==> src/rtl/speech_cmd_ctrl_if.sv <==
`default_nettype none
// ============================================================================
// Module      : speech_cmd_ctrl_if
// Description : Handshake bundle between the command sequencer and the
//               speech-recognition datapath.
//               rec_start : one-cycle pulse, sequencer -> recognizer
//               rec_done  : one-cycle pulse, recognizer -> sequencer
//               rec_class : recognised class, valid with rec_done
//               rec_score : confidence score, valid with rec_done
//               master modport = sequencer side, slave = recognizer side.
// Revision    : 1.0  initial release
// ============================================================================
interface speech_cmd_ctrl_if;
    logic       rec_start;
    logic       rec_done;
    logic [1:0] rec_class;
    logic [7:0] rec_score;

    modport master (
        output rec_start,
        input  rec_done,
        input  rec_class,
        input  rec_score
    );

    modport slave (
        input  rec_start,
        output rec_done,
        output rec_class,
        output rec_score
    );
endinterface
`default_nettype wire

==> src/rtl/speech_cmd_ctrl.sv <==
`default_nettype none
// ============================================================================
// Module      : speech_cmd_ctrl
// Description : Repeatedly launches recognition attempts and issues a
//               one-cycle command to the LED logic once the same class has
//               been recognised with sufficient score in CONFIRM_N
//               consecutive attempts, followed by a hold-off window.
// Ports       : clk        - system clock
//               rst        - synchronous active-high reset
//               enable     - controller enable (user switch)
//               rec        - recognizer handshake (master modport)
//               speech_rec - command code: 00 none, 01 on, 10 off
//               busy       - high whenever the sequencer is not idle
// Revision    : 1.0  initial release
// ============================================================================
module speech_cmd_ctrl #(
    parameter logic [7:0] SCORE_MIN = 8'd128,
    parameter int         CONFIRM_N = 2,
    parameter int         TIMEOUT   = 16_000_000,
    parameter int         HOLDOFF   = 50_000_000
) (
    input  logic                     clk,
    input  logic                     rst,
    input  logic                     enable,
    speech_cmd_ctrl_if.master        rec,
    output logic [1:0]               speech_rec,
    output logic                     busy
);

    localparam logic [31:0] c_timeout_last = 32'(TIMEOUT - 1);
    localparam logic [31:0] c_holdoff_last = 32'(HOLDOFF - 1);
    localparam logic [2:0]  c_confirm      = 3'(CONFIRM_N);

    typedef enum logic [2:0] {
        ST_IDLE    = 3'd0,
        ST_START   = 3'd1,
        ST_WAIT    = 3'd2,
        ST_EVAL    = 3'd3,
        ST_ISSUE   = 3'd4,
        ST_HOLDOFF = 3'd5
    } state_t;

    state_t      state_q,      state_d;
    logic [1:0]  last_class_q, last_class_d;
    logic [2:0]  cnt_q,        cnt_d;
    logic [31:0] timer_q,      timer_d;
    logic [1:0]  cls_q,        cls_d;
    logic [7:0]  score_q,      score_d;

    logic        w_valid;
    logic [2:0]  w_cnt_inc;

    always_ff @(posedge clk) begin
        if (rst) begin
            state_q      <= ST_IDLE;
            last_class_q <= 2'b00;
            cnt_q        <= 3'd0;
            timer_q      <= 32'd0;
            cls_q        <= 2'b00;
            score_q      <= 8'd0;
        end else begin
            state_q      <= state_d;
            last_class_q <= last_class_d;
            cnt_q        <= cnt_d;
            timer_q      <= timer_d;
            cls_q        <= cls_d;
            score_q      <= score_d;
        end
    end

    always_comb begin
        state_d      = state_q;
        last_class_d = last_class_q;
        cnt_d        = cnt_q;
        timer_d      = timer_q;
        cls_d        = cls_q;
        score_d      = score_q;

        // Only the "on" and "off" classes count, and only with enough score.
        w_valid   = ((cls_q == 2'b01) || (cls_q == 2'b10)) && (score_q >= SCORE_MIN);
        w_cnt_inc = (cnt_q == 3'd7) ? 3'd7 : cnt_q + 3'd1;

        case (state_q)
            ST_IDLE: begin
                if (enable) begin
                    state_d = ST_START;
                end
            end

            ST_START: begin
                timer_d = 32'd0;
                if (!enable) begin
                    cnt_d   = 3'd0;
                    state_d = ST_IDLE;
                end else begin
                    state_d = ST_WAIT;
                end
            end

            ST_WAIT: begin
                // Disable wins over a result; a result wins over the timeout.
                if (!enable) begin
                    cnt_d   = 3'd0;
                    state_d = ST_IDLE;
                end else if (rec.rec_done) begin
                    cls_d   = rec.rec_class;
                    score_d = rec.rec_score;
                    state_d = ST_EVAL;
                end else if (timer_q == c_timeout_last) begin
                    cnt_d   = 3'd0;
                    state_d = ST_IDLE;
                end else begin
                    timer_d = timer_q + 32'd1;
                end
            end

            ST_EVAL: begin
                if (!enable) begin
                    cnt_d   = 3'd0;
                    state_d = ST_IDLE;
                end else begin
                    if (w_valid) begin
                        if (cls_q == last_class_q) begin
                            cnt_d = w_cnt_inc;
                        end else begin
                            cnt_d        = 3'd1;
                            last_class_d = cls_q;
                        end
                    end else begin
                        // Rejected results break the streak but keep the class.
                        cnt_d = 3'd0;
                    end
                    state_d = (cnt_d == c_confirm) ? ST_ISSUE : ST_IDLE;
                end
            end

            ST_ISSUE: begin
                cnt_d   = 3'd0;
                timer_d = 32'd0;
                state_d = ST_HOLDOFF;
            end

            ST_HOLDOFF: begin
                timer_d = timer_q + 32'd1;
                if (timer_q == c_holdoff_last) begin
                    state_d = ST_IDLE;
                end
            end

            default: begin
                state_d = ST_IDLE;
            end
        endcase
    end

    // Outputs come from registered state only. last_class only ever holds
    // 00, 01 or 10, so speech_rec can never show 11.
    assign speech_rec    = (state_q == ST_ISSUE) ? last_class_q : 2'b00;
    assign rec.rec_start = (state_q == ST_START);
    assign busy          = (state_q != ST_IDLE);

endmodule
`default_nettype wire

==> src/flat_wrapper.sv <==
// flat-port wrapper written by rule: the top's interface ports become plain ports
module speech_cmd_ctrl_flat 
#(
    parameter logic [7:0] SCORE_MIN = 8'd128,
    parameter int         CONFIRM_N = 2,
    parameter int         TIMEOUT   = 16_000_000,
    parameter int         HOLDOFF   = 50_000_000
)
  (clk, rst, enable, speech_rec, busy, rec_rec_start, rec_rec_done, rec_rec_class, rec_rec_score);
  speech_cmd_ctrl_if rec_i ();
  input  logic clk;
  input  logic rst;
  input  logic enable;
  output logic [1:0] speech_rec;
  output logic busy;
  output wire logic [$bits(rec_i.rec_start)-1:0] rec_rec_start;
  input wire logic [$bits(rec_i.rec_done)-1:0] rec_rec_done;
  input wire logic [$bits(rec_i.rec_class)-1:0] rec_rec_class;
  input wire logic [$bits(rec_i.rec_score)-1:0] rec_rec_score;
  assign rec_rec_start = rec_i.rec_start;
  assign rec_i.rec_done = rec_rec_done;
  assign rec_i.rec_class = rec_rec_class;
  assign rec_i.rec_score = rec_rec_score;
  speech_cmd_ctrl #(.SCORE_MIN(SCORE_MIN), .CONFIRM_N(CONFIRM_N), .TIMEOUT(TIMEOUT), .HOLDOFF(HOLDOFF)) u_core (.clk(clk), .rst(rst), .enable(enable), .rec(rec_i), .speech_rec(speech_rec), .busy(busy));
endmodule
==> config.mk <==
export PLATFORM = sky130hd
export DESIGN_NAME = speech_cmd_ctrl_flat
export DESIGN_NICKNAME = d
export VERILOG_FILES = /design/src/rtl/speech_cmd_ctrl_if.sv /design/src/rtl/speech_cmd_ctrl.sv /design/src/flat_wrapper.sv
export SDC_FILE = /design/constraint.sdc
export NUM_CORES = 1
export LEC_CHECK = 0
export ABC_AREA = 1
export BUFFER_PORTS_ARGS = -buffer_cell sky130_fd_sc_hd__buf_4
export CAP_MARGIN = 20
export CORE_ASPECT_RATIO = 1.5
export CORE_MARGIN = 2
export CORE_UTILIZATION = 55
export CTS_CLUSTER_SIZE = 40
export DETAILED_ROUTE_END_ITERATION = 10
export PLACE_DENSITY = 0.76
export SLEW_MARGIN = 0
export SYNTH_ARGS = -nofsm -noshare
export SYNTH_HDL_FRONTEND = slang
export SYNTH_SLANG_ARGS = --single-unit
==> constraint.sdc <==
create_clock -name clk -period 1.52 [get_ports clk]
set_input_delay 0.228 -clock clk [delete_from_list [all_inputs] [get_ports clk]]
set_output_delay 0.228 -clock clk [all_outputs]
set_load 0.005 [all_outputs]
==> results.rst, run 1 <==
.. list-table::
   :header-rows: 1

   * - Metric
     - Value
   * - Status
     - finished with violations
   * - Violated checks
     - setup timing
   * - Rows
     - 32
   * - Max-slew headroom
     - 60.36%
   * - Growth of design area from synthesis to finish
     - 38.90%
   * - Clock period minus final worst setup slack
     - 1.764 ns
   * - Netlist area before placement
     - 2875 µm²
   * - Max-Cap Viols
     - 0
   * - Number of antenna violations at the first check in global routing
     - 0
   * - Cell at the root of the clock tree
     - clkbuf_8
   * - Final Cycle Share
     - 116.1%
   * - Max Slew Vio Count
     - 0
   * - Chip Width
     - 63.04 µm
   * - Ant. Diodes
     - 0
   * - Synthesized area per cell
     - 5.660 µm²
   * - Full die area
     - 5834 µm²
   * - Remaining design rule violation count
     - 0
   * - Routed WL per cell
     - 14.46 µm
   * - Count of filler cells inserted in the layout
     - 408
   * - Setup repair after global routing missed its margin
     - yes
   * - ANT nets after route
     - 0
   * - Gate Count Post-Synth
     - 508
   * - Maximum root-to-sink buffer count
     - 2
   * - Final number of hold-violating endpoints
     - 0
   * - Share of final-layout standard cells stronger than drive strength 1
     - 30.32%
   * - Via count
     - 3,573
   * - Initial core utilization
     - 56.55%
   * - Crit-path max cell delay
     - 0.38 ns
   * - Gp weighted congestion
     - 0.9813
   * - Yosys warnings
     - 0
   * - Primary FF master, synth
     - dfxtp_1
   * - Peak supply drop
     - 0.5767 mV
   * - Int Power
     - 1.691 mW
   * - Number of global-route vias before repair
     - 3,311
   * - Critical-path top delay cell
     - dfxtp_4
   * - Global-route wire length before repair
     - 14.19 mm
   * - Critical Path Start
     - u_core.timer_q[1]$_SDFFE_PP0P_
   * - Data required time of the critical path
     - 1.73 ns
   * - Worst Max-Slew Pin Slew
     - 0.5884 ns
   * - Share of flip-flops with an asynchronous set or reset
     - 0%
   * - Distinct cells, synth
     - 27
   * - Iteration-0 DRC count of the detailed router
     - 210
   * - Clock network fraction of design power
     - 30.7%
   * - HPWL after DPL
     - 6.338 mm
   * - Combined global-route utilization of all metal layers
     - 30.98%
   * - Routed wire length
     - 9.470 mm
   * - CTS clk-pin slew, worst paths
     - 0.09 ns
   * - Startpoint of the tightest hold check path
     - rec_rec_score[7]
   * - DIE HEIGHT
     - 92.56 µm
   * - Pin count of the biggest net entering global routing
     - 24
   * - Sw frac
     - 31.00%
   * - Fraction of the yosys area taken by sequential cells
     - 29.94%
   * - Cell count after placement
     - 638
   * - Critical path arrival
     - 1.97 ns
   * - Ratio of total power to cell area
     - 613.4 nW/µm²
   * - Final Hold Slack
     - 0.1717 ns
   * - Ordered cell list for the critical path
     - ha_4 -> nand2_4 -> nor2_4 -> nand2_4 -> nor2_2 -> nand2_1 -> nand2_2 -> nand2_8 -> clkbuf_16 -> o21ai_1 -> nor2_1
   * - Final worst slack
     - -0.2443 ns
   * - Most used cell, CP
     - nand2_4
   * - Leading cell types in the layout, fill and taps excluded
     - 137 x nand2_1, 111 x nor2_1, 75 x buf_4, 52 x inv_1, 36 x nand3_1
   * - Pre-CTS setup slack
     - -0.1748 ns
   * - Number of non-filler instances in the completed layout
     - 655
   * - Total CTS buffers
     - 5
   * - Clock net sink count
     - 43
   * - Max Fclk
     - 566.8 MHz
   * - Critical path peak fanout
     - 10
   * - Setup clock skew after layout
     - 0.01093 ns
   * - Power spent charging and discharging nets
     - 759.4 µW
   * - Standby leakage power
     - 1.619 nW
   * - Part of the power in combinational logic
     - 22.1%
   * - CTS Hold Buffers Added
     - 0
   * - DRT Pass-1 Iters
     - 5
   * - Category of cells accounting for the largest share of critical-path delay
     - simple AND/OR/NAND/NOR gates
   * - Clock tree from TritonCTS
     - built
   * - IO buf count
     - 10
   * - Path type of the worst setup path
     - reg -> reg
   * - Core box area
     - 5085 µm²
   * - Buffer and inverter count on the worst path
     - 1
   * - Crit. End Element
     - flip-flop
   * - Number of top-level pins
     - 18
   * - Clock Latency Late Sink
     - 0.31 ns
   * - Startpoint types
     - flip-flop
   * - Most common library cell in the layout ignoring fill and taps
     - nand2_1
   * - Final Setup Violations
     - 38
   * - Number of synthesized register bits
     - 43
   * - Sequential fraction of design power
     - 47.2%
   * - Worst min path class
     - in -> reg
   * - Count of flip-flops with a built-in enable after synthesis
     - 0
   * - Net count after synthesis
     - 524
   * - Number of nets in the layout
     - 602
   * - Number of levels in the clock H-tree
     - 2
   * - Drt via density
     - 5.455
   * - Reg-to-reg critical path startpoint
     - u_core.timer_q[1]$_SDFFE_PP0P_
   * - Congestion Overflow GR
     - 0
   * - Post-Route Setup TNS
     - -6.575 ns
power groups by stage:
stage / registers (mW) / logic, mW / clock network (mW)
2_1_floorplan: 1.18 / 0.228 / 0
3_3_place_gp: 1.18 / 0.371 / 0
3_5_place_dp: 1.18 / 0.376 / 0
4_1_cts: 1.15 / 0.439 / 0.740
5_1_grt: 1.16 / 0.567 / 0.787
6_report: 1.16 / 0.541 / 0.752
through the flow:
step / utilization, % / power, mW / area, µm²
after global routing: 78.54 / 2.511 / 3994
after detailed placement: 69.09 / 1.559 / 3513
final: 78.54 / 2.450 / 3994
after global placement: 69.09 / 1.553 / 3513
after floorplan: - / 1.408 / 2910
after CTS: 73.79 / 2.333 / 3752
tightest hold or removal path, stage by stage:
cell and delay (ns):
buf_4 0.08, o21ai_0 0.07, nor2_1 0.07
synthesized netlist by cell type (4+ instances only):
| cell | number | area (µm²) |
|---|---|---|
| nand2_1 | 148 | 555.5 |
| nor2_1 | 129 | 484.2 |
| inv_1 | 52 | 195.2 |
| nand3_1 | 51 | 255.2 |
| dfxtp_1 | 43 | 860.8 |
| a21oi_1 | 32 | 160.2 |
| o21ai_0 | 8 | 40.04 |
| nor3_1 | 6 | 30.03 |
| buf_6 | 5 | 56.30 |
| xor2_1 | 5 | 43.79 |
| nor2_2 | 4 | 25.02 |
worst paths after layout:
path | slack [ns] | to | cells past startpoint
setup reg to reg | -0.24 | u_core.timer_q[0]$_SDFFE_PP0P_ | 11
hold reg to reg | 0.48 | u_core.cnt_q[1]$_SDFFE_PP0P_ | 2
setup / recovery | -0.24 | u_core.timer_q[0]$_SDFFE_PP0P_ | 11
hold / removal | 0.17 | u_core.score_q[7]$_SDFFE_PP0P_ | 3
registers in the layout, indices dropped and copies added, names as in the netlist:
name,count
u_core.last_class_q,2
u_core.state_q,3
u_core.cnt_q,3
u_core.cls_q,2
u_core.score_q,1
u_core.timer_q,32
cell families after synthesis:
family,share of synthesized area (%)
compound gates,7.354
simple gates,49.74
fa+ha+maj,0.8702
flops,29.94
xor+xnor,2.132
buf+inv,9.965
metal layers:
| layer | track usage [%] | share of wire [%] | vias to the layer above |
|---|---|---|---|
| met5 | 0 | 0 | - |
| met3 | 4.496 | 4.8 | 40 |
| li1 | - | - | 1737 |
| met2 | 58.87 | 54 | 139 |
| met4 | 19.63 | 5.2 | 0 |
| met1 | 30.74 | 36 | 1657 |
what timing repair did:
item | in CTS | in global routing
pin swaps | 1 | 7
gates cloned | 1 | 2
gates resized for setup | 29 | 51
endpoints found under the setup margin | 39 | 38
hold endpoints to repair | 0 | 0
setup buffers | 5 | 1
cell type report:
cell class	count	area, µm²	share of cell area [%]
inverters	55	206.4	5.169
repair buffers	82	720.7	18.05
multi-input cells	399	2023	50.66
clock buffers	7	76.32	1.911
clock inverters	1	5.005	0.1253
flip-flops and latches	43	877.1	21.96
well taps	68	85.08	2.130
(Power assumes the default switching activity.)
==> run 2, diff against run 1 <==
Settings changed: PLACE_DENSITY 0.76 to 0.78.
==> results.rst, run 2 (synthesis results as in run 1) <==
.. list-table::
   :header-rows: 1

   * - Metric
     - Value
   * - Max Fclk
     - 582.4 MHz (+2.8%)
   * - Crit. End Element
     - flip-flop
   * - Final Setup Violations
     - 36 (-5.3%)
   * - Path type of the worst setup path
     - reg -> reg
   * - Ordered cell list for the critical path
     - buf_4 -> nand2_1 -> nor2_2 -> nand2_2 -> buf_4 -> inv_1 -> nand2_1 -> nand2_1 -> nand3_1 -> nor2_1 -> nor2_1 -> nor2_1
   * - ANT nets after route
     - 0 (unchanged)
   * - Endpoint of the worst-slack reg-to-reg timing path
     - u_core.timer_q[23]$_SDFFE_PP0P_
   * - Startpoint types
     - flip-flop
   * - Max-slew headroom
     - 78.66% (+18 points)
   * - Initial core utilization
     - 56.55% (unchanged)
   * - Worst Max-Slew Pin Slew
     - 0.3167 ns (-0.2717 ns)
   * - Critical path peak fanout
     - 5 (-5)
   * - Rows
     - 32 (unchanged)
   * - Critical Path Start
     - u_core.timer_q[1]$_SDFFE_PP0P_
   * - Number of levels in the clock H-tree
     - 2 (unchanged)
   * - Number of cells on the worst hold path
     - 3 (unchanged)
   * - Startpoint of the tightest hold check path
     - rec_rec_score[7]
   * - Routed wire length
     - 8.947 mm (-5.5%)
   * - Ratio of total power to cell area
     - 658.2 nW/µm² (+7.3%)
   * - HPWL after DPL
     - 6.626 mm (+4.5%)
   * - Count of filler cells inserted in the layout
     - 426 (+4.4%)
   * - Final worst slack
     - -0.1970 ns (+0.04729 ns)
   * - Iteration-0 DRC count of the detailed router
     - 191 (-9.0%)
   * - Hold Path End
     - u_core.score_q[7]$_SDFFE_PP0P_
   * - Buffer and inverter count on the worst path
     - 3 (+2)
   * - Category of cells accounting for the largest share of critical-path delay
     - simple AND/OR/NAND/NOR gates
   * - IO buf count
     - 10 (unchanged)
   * - Remaining design rule violation count
     - 0 (unchanged)
   * - DIE HEIGHT
     - 92.56 µm (unchanged)
   * - Standby leakage power
     - 1.611 nW (-0.46%)
   * - Full die area
     - 5834 µm² (unchanged)
   * - Cell at the root of the clock tree
     - clkbuf_8
   * - Share of final-layout standard cells stronger than drive strength 1
     - 28.26% (-2.1 points)
   * - Pin count of the biggest net entering global routing
     - 24 (unchanged)
   * - Critical-path top delay cell
     - dfxtp_2
   * - Maximum root-to-sink buffer count
     - 2 (unchanged)
   * - Data required time of the critical path
     - 1.76 ns (+0.03 ns)
   * - Worst min path class
     - in -> reg
   * - Chip Width
     - 63.04 µm (unchanged)
   * - Total CTS buffers
     - 5 (unchanged)
   * - Critical path arrival
     - 1.96 ns (about the same)
   * - Leading cell types in the layout, fill and taps excluded
     - 139 x nand2_1, 109 x nor2_1, 80 x buf_4, 51 x inv_1, 42 x nand3_1
   * - Flip-flop count of the largest register after layout
     - 32 (unchanged)
   * - Number of global-route vias before repair
     - 3,399 (+2.7%)
   * - Setup repair after global routing missed its margin
     - yes
   * - Final Cycle Share
     - 113.0% (-3.1 points)
   * - Number of antenna violations at the first check in global routing
     - 0 (unchanged)
   * - Logic depth of the worst register-to-register path
     - 12 (+1)
   * - Final number of hold-violating endpoints
     - 0 (unchanged)
   * - Gp weighted congestion
     - 0.9179 (-6.5%)
   * - Most common library cell in the layout ignoring fill and taps
     - nand2_1
   * - Drt via density
     - 5.288 (-3.1%)
   * - Growth of design area from synthesis to finish
     - 35.90%
   * - DRT Pass-1 Iters
     - 6 (+1)
   * - Clock tree from TritonCTS
     - built
   * - Number of top-level pins
     - 18 (unchanged)
   * - CTS clk-pin slew, worst paths
     - 0.09 ns (about the same)
   * - Placed instance area
     - 3546 µm² (+0.93%)
   * - Clock period minus final worst setup slack
     - 1.717 ns (-0.04729 ns)
   * - Setup clock skew after layout
     - 0.004062 ns (-0.006865 ns)
   * - Ant. Diodes
     - 0 (unchanged)
   * - Peak supply drop
     - 0.6421 mV (+11%)
   * - Congestion Overflow GR
     - 0 (unchanged)
   * - Biggest regs
     - u_core.timer_q x32, u_core.cnt_q x3, u_core.state_q x3
   * - Global-route wire length before repair
     - 14.54 mm (+2.4%)
   * - Clock Latency Late Sink
     - 0.30 ns (about the same)
   * - Max Slew Vio Count
     - 0 (unchanged)
   * - Core box area
     - 5085 µm² (unchanged)
   * - Via count
     - 3,485 (-2.5%)
   * - Cell count after placement
     - 644 (+0.94%)
   * - Crit-path max cell delay
     - 0.37 ns (about the same)
   * - Reg-to-reg critical path startpoint
     - u_core.timer_q[1]$_SDFFE_PP0P_
   * - Number of nets in the layout
     - 606 (+0.66%)
   * - Setup slack of the most critical reg-to-reg path
     - -0.20 ns (+0.05 ns)
   * - Combined global-route utilization of all metal layers
     - 31.39% (+0.41 points)
   * - Status
     - finished with violations
   * - Post-route standard cell area excluding fillers
     - 3908 µm² (-2.2%)
   * - Routed WL per cell
     - 13.58 µm (-6.1%)
   * - Clock net sink count
     - 43 (unchanged)
   * - Final Hold Slack
     - 0.1793 ns (+0.007600 ns)
   * - Number of non-filler instances in the completed layout
     - 659 (+0.61%)
   * - Max-Cap Viols
     - 0 (unchanged)
   * - Biggest register
     - u_core.timer_q
   * - Violated checks
     - setup timing
==> run 2: cell types whose count changed in the layout (fill, tap and decap cells not counted), moves of 5 or more <==
| cell | previous run | this run |
|---|---|---|
| nor2_4 | 8 | 3 |
| nor2_2 | 15 | 22 |
| a21oi_1 | 15 | 25 |
| buf_4 | 75 | 80 |
| a21oi_2 | 17 | 7 |
| nand3_2 | 15 | 9 |
| nand3_1 | 36 | 42 |
==> run 2: stage by stage <==
| stage | util (%) | setup TNS [ns] | worst slack (ns) | total power, mW |
|---|---|---|---|---|
| detailed placement | 69.73 | -4.331 | -0.1695 | 1.566 |
| global placement | 69.73 | -2.426 | -0.1059 | 1.556 |
| finish | 76.85 | -2.932 | -0.1970 | 2.572 |
| CTS | 74.51 | -2.639 | -0.1154 | 2.547 |
| floorplan | - | -0.7033 | -0.04671 | 1.408 |
| global route | 76.85 | -6.980 | -0.3278 | 2.642 |
==> run 2: cell type report <==
cell class	instances	area (µm²)	area share, %
clock buffers	6	82.58	2.113
clock inverters	2	35.03	0.8966
inverters	55	206.4	5.283
multi-input cells	399	1916	49.02
flip-flops and latches	43	872.1	22.32
well taps	68	85.08	2.177
repair buffers	86	710.7	18.19
==> run 2: layer usage <==
metal / part of all wire [%] / global-route usage [%] / wire [µm] / vias up
li1: - / - / - / 1744
met1: 36 / 30.97 / 3226 / 1598
met2: 55 / 61.79 / 4958 / 104
met3: 3.9 / 3.524 / 351 / 39
met4: 4.6 / 17.41 / 410 / 0
met5: 0 / 0 / 0 / -
==> run 2: what timing repair did <==
action	in CTS	in global routing
buffers inserted	5	1
endpoints found under the setup margin	38	41
hold buffers	0	0
resized for setup	19	40
cloned	1	0
pin swaps	1	5
==> run 2: report_power, final <==
part           internal, mW  leakage, nW  total (mW)  switching (mW)
clock                 0.533       0.0612       0.958           0.426
sequential             1.14        0.351        1.16          0.0156
combinational         0.194         1.20       0.458           0.264
total                  1.87         1.61        2.57           0.705
==> run 2: how the worst max path moves through the flow <==
stage                     cells after the start                         endpoint  slack, ns
after floorplan                              11   u_core.timer_q[2]$_SDFFE_PP0P_      -0.05
after global routing                         12  u_core.timer_q[23]$_SDFFE_PP0P_      -0.33
final                                        12  u_core.timer_q[23]$_SDFFE_PP0P_      -0.20
after CTS                                    13  u_core.timer_q[29]$_SDFFE_PP0P_      -0.12
after detailed placement                     11   u_core.timer_q[4]$_SDFFE_PP0P_      -0.17
after global placement                       10  u_core.timer_q[28]$_SDFFE_PP0P_      -0.11
==> run 2: worst reg2reg max path: stages, from the launching register on <==
cell     delay, ns
dfxtp_2       0.37
buf_4         0.12
nand2_1       0.05
nor2_2        0.20
nand2_2       0.16
buf_4         0.17
inv_1         0.10
nand2_1       0.07
nand2_1       0.07
nand3_1       0.07
nor2_1        0.13
nor2_1        0.06
nor2_1        0.08
==> run 3, diff against run 2 <==
Settings changed: CORE_UTILIZATION 55 to 65, CTS_CLUSTER_SIZE 40 to default, PLACE_DENSITY 0.78 to 0.87.
Clock period 1.52 ns to 2.1 ns, I/O delays scaled along.
==> results.rst, run 3 (synthesis results as in run 1) <==
.. list-table::
   :header-rows: 1

   * - Metric
     - Value
   * - Status
     - completed
   * - Placed instance area
     - 2973 µm² (-16%)
   * - Ratio of total power to cell area
     - 557.1 nW/µm² (-15%)
   * - Endpoint of the worst-slack reg-to-reg timing path
     - u_core.timer_q[30]$_SDFFE_PP0P_
   * - Number of nets in the layout
     - 537 (-11%)
   * - IO buf count
     - 10 (unchanged)
   * - Reg-to-reg critical path startpoint
     - u_core.timer_q[0]$_SDFFE_PP0P_
   * - Startpoint types
     - flip-flop
   * - Max Slew Vio Count
     - 0 (unchanged)
   * - Peak supply drop
     - 0.4672 mV (-27%)
   * - Number of top-level pins
     - 18 (unchanged)
   * - Routed WL per cell
     - 13.18 µm (-2.9%)
   * - Rows
     - 29 (-9.4%)
   * - Critical path peak fanout
     - 5 (unchanged)
   * - Sw frac
     - 26.97% (-0.45 points)
   * - Power Total
     - 1.740 mW (-32%)
   * - Sequential fraction of design power
     - 47.9% (+3.0 points)
   * - Crit-path max cell delay
     - 0.38 ns (about the same)
   * - Power spent charging and discharging nets
     - 469.4 µW (-33%)
   * - Worst setup path endpoint
     - u_core.timer_q[30]$_SDFFE_PP0P_
   * - Data required time of the critical path
     - 2.34 ns (+0.58 ns)
   * - Congestion Overflow GR
     - 0 (unchanged)
   * - Setup repair after global routing missed its margin
     - no
   * - Worst Max-Slew Pin Slew
     - 0.9056 ns (+0.5888 ns)
   * - Full die area
     - 4982 µm² (-15%)
   * - Standby leakage power
     - 1.215 nW (-25%)
   * - Part of the power in combinational logic
     - 12.5% (-5.3 points)
   * - CTS clk-pin slew, worst paths
     - 0.08 ns (about the same)
   * - Clock period minus final worst setup slack
     - 1.883 ns (+0.1657 ns)
   * - Biggest regs
     - u_core.timer_q x32, u_core.cnt_q x3, u_core.state_q x3
   * - Biggest register
     - u_core.timer_q
   * - Clock Latency Late Sink
     - 0.30 ns (about the same)
   * - Final number of hold-violating endpoints
     - 0 (unchanged)
   * - Int Power
     - 1.271 mW (-32%)
   * - Max Fclk
     - 531.2 MHz (-8.8%)
   * - Number of global-route vias before repair
     - 2,950 (-13%)
   * - Critical path arrival
     - 2.12 ns (+0.16 ns)
   * - Final Cycle Share
     - 89.65% (-23 points)
   * - CTS Hold Buffers Added
     - 0 (unchanged)
   * - Flip-flop count of the largest register after layout
     - 32 (unchanged)
   * - Routed wire length
     - 7.488 mm (-16%)
   * - Buffer and inverter count on the worst path
     - 1 (-2)
   * - Setup slack of the most critical reg-to-reg path
     - 0.22 ns (+0.41 ns)
   * - Path type of the worst setup path
     - reg -> reg
   * - Number of gates resized after cts
     - 0 (-19)
   * - Setup fix buffers added after clock tree synthesis
     - 0 (-5)
   * - Crit. End Element
     - flip-flop
   * - DIE HEIGHT
     - 85.46 µm (-7.7%)
   * - Max-Cap Viols
     - 0 (unchanged)
   * - End-of-flow core utilization
     - 73.59% (-3.3 points)
   * - Cell at the root of the clock tree
     - clkbuf_8
   * - Share of final-layout standard cells stronger than drive strength 1
     - 7.663% (-21 points)
   * - Post-route standard cell area excluding fillers
     - 3124 µm² (-20%)
   * - ANT nets after route
     - 0 (unchanged)
   * - Category of cells accounting for the largest share of critical-path delay
     - simple AND/OR/NAND/NOR gates
   * - Chip Width
     - 58.31 µm (-7.5%)
   * - Post-Route Setup TNS
     - 0 ns (+2.932 ns)
   * - Ant. Diodes
     - 0 (unchanged)
   * - Critical Path Start
     - u_core.timer_q[0]$_SDFFE_PP0P_
   * - Remaining design rule violation count
     - 0 (unchanged)
   * - Critical-path top delay cell
     - dfxtp_1
   * - Growth of design area from synthesis to finish
     - 8.660%
   * - Maximum root-to-sink buffer count
     - 2 (unchanged)
   * - Pin count of the biggest net entering global routing
     - 47 (+96%)
   * - DRT Pass-1 Iters
     - 6 (unchanged)
   * - Max-slew headroom
     - 39.22% (-39 points)
   * - Leading cell types in the layout, fill and taps excluded
     - 148 x nand2_1, 129 x nor2_1, 52 x inv_1, 51 x nand3_1, 43 x dfxtp_1
   * - Number of levels in the clock H-tree
     - 2 (unchanged)
   * - Most common library cell in the layout ignoring fill and taps
     - nand2_1
   * - Logic depth of the worst register-to-register path
     - 10 (-2)
   * - Final Setup Violations
     - 0 (-100%)
   * - Count of filler cells inserted in the layout
     - 382 (-10%)
   * - Most used cell, CP
     - nand2_1
   * - HPWL after DPL
     - 5.440 mm (-18%)
   * - Ordered cell list for the critical path
     - ha_1 -> nand2_1 -> nor2_4 -> buf_4 -> nand2_1 -> nor2_1 -> nand3_1 -> nand2_1 -> nand3_1 -> a21oi_1
   * - Total CTS buffers
     - 5 (unchanged)
   * - Setup clock skew after layout
     - 0.006930 ns (+0.002869 ns)
   * - Combined global-route utilization of all metal layers
     - 30.91% (-0.48 points)
   * - Iteration-0 DRC count of the detailed router
     - 278 (+46%)
   * - Via count
     - 3,178 (-8.8%)
   * - Clock network fraction of design power
     - 39.6% (+2.3 points)
   * - Number of cells on the worst hold path
     - 3 (unchanged)
   * - Core box area
     - 4245 µm² (-17%)
   * - Initial core utilization
     - 67.73% (+11 points)
   * - Worst min path class
     - in -> reg
   * - Drt via density
     - 5.595 (+5.8%)
   * - Gp weighted congestion
     - 0.9861 (+7.4%)
   * - Clock tree from TritonCTS
     - built
   * - Clock net sink count
     - 43 (unchanged)
   * - Logic depth of the worst path, buffers included
     - 10 (-2)
   * - Number of antenna violations at the first check in global routing
     - 0 (unchanged)
   * - Global-route wire length before repair
     - 12.12 mm (-17%)
## run 3: changes by cell type in the layout (fill, tap and decap cells not counted), sizes merged
| cell | before | now |
|---|---|---|
| nand2 | 152 | 153 |
| buf | 86 | 16 |
## run 3: per-stage QoR
stage | cells | hold slack [ns] | setup WS (ns)
floorplan | 508 | 0.3841 | 0.4537
global placement | 559 | 0.4532 | 0.2071
detailed placement | 559 | 0.4594 | 0.1522
CTS | 567 | 0.2732 | 0.1382
global route | 568 | 0.3021 | 0.04018
finish | 568 | 0.2638 | 0.2173
## run 3: power by group through the flow
stage / clock network, mW / logic, mW / registers [mW]
2_1_floorplan: 0 / 0.161 / 0.851
3_3_place_gp: 0 / 0.193 / 0.852
3_5_place_dp: 0 / 0.196 / 0.853
4_1_cts: 0.684 / 0.197 / 0.834
5_1_grt: 0.726 / 0.239 / 0.835
6_report: 0.689 / 0.218 / 0.834
## run 3: final cells by class
type,count,area [µm²],area share (%)
Sequential cell,43,860.8,27.55
Timing Repair Buffer,16,120.1,3.845
Tap cell,46,57.56,1.842
Clock inverter,2,35.03,1.121
Clock buffer,6,82.58,2.643
Multi-Input combinational cell,400,1762,56.39
Inverter,55,206.4,6.608
## run 3: worst register-to-register path, stage by stage (launching register included)
cell     delay [ns]
dfxtp_1        0.38
ha_1           0.24
nand2_1        0.11
nor2_4         0.13
buf_4          0.15
nand2_1        0.07
nor2_1         0.31
nand3_1        0.14
nand2_1        0.09
nand3_1        0.08
a21oi_1        0.12
## run 3: worst min-delay path by stage
stage	slack [ns]	endpoint	startpoint
3_3_place_gp	0.45	u_core.cnt_q[1]$_SDFFE_PP0P_	u_core.cnt_q[1]$_SDFFE_PP0P_
3_5_place_dp	0.46	u_core.cnt_q[1]$_SDFFE_PP0P_	u_core.cnt_q[1]$_SDFFE_PP0P_
5_1_grt	0.30	u_core.score_q[7]$_SDFFE_PP0P_	rec_rec_score[7]
2_1_floorplan	0.38	u_core.timer_q[3]$_SDFFE_PP0P_	rst
6_report	0.26	u_core.score_q[7]$_SDFFE_PP0P_	rec_rec_score[7]
4_1_cts	0.27	u_core.score_q[7]$_SDFFE_PP0P_	rec_rec_score[7]
## run 3: routing by layer
layer  track usage (%)  up-vias  wire length (µm)
li1                  -     1606                 -
met1             32.48     1452              2916
met2             58.53      102              3927
met3             4.116       18               375
met4             13.32        0               269
met5                 0        -                 0
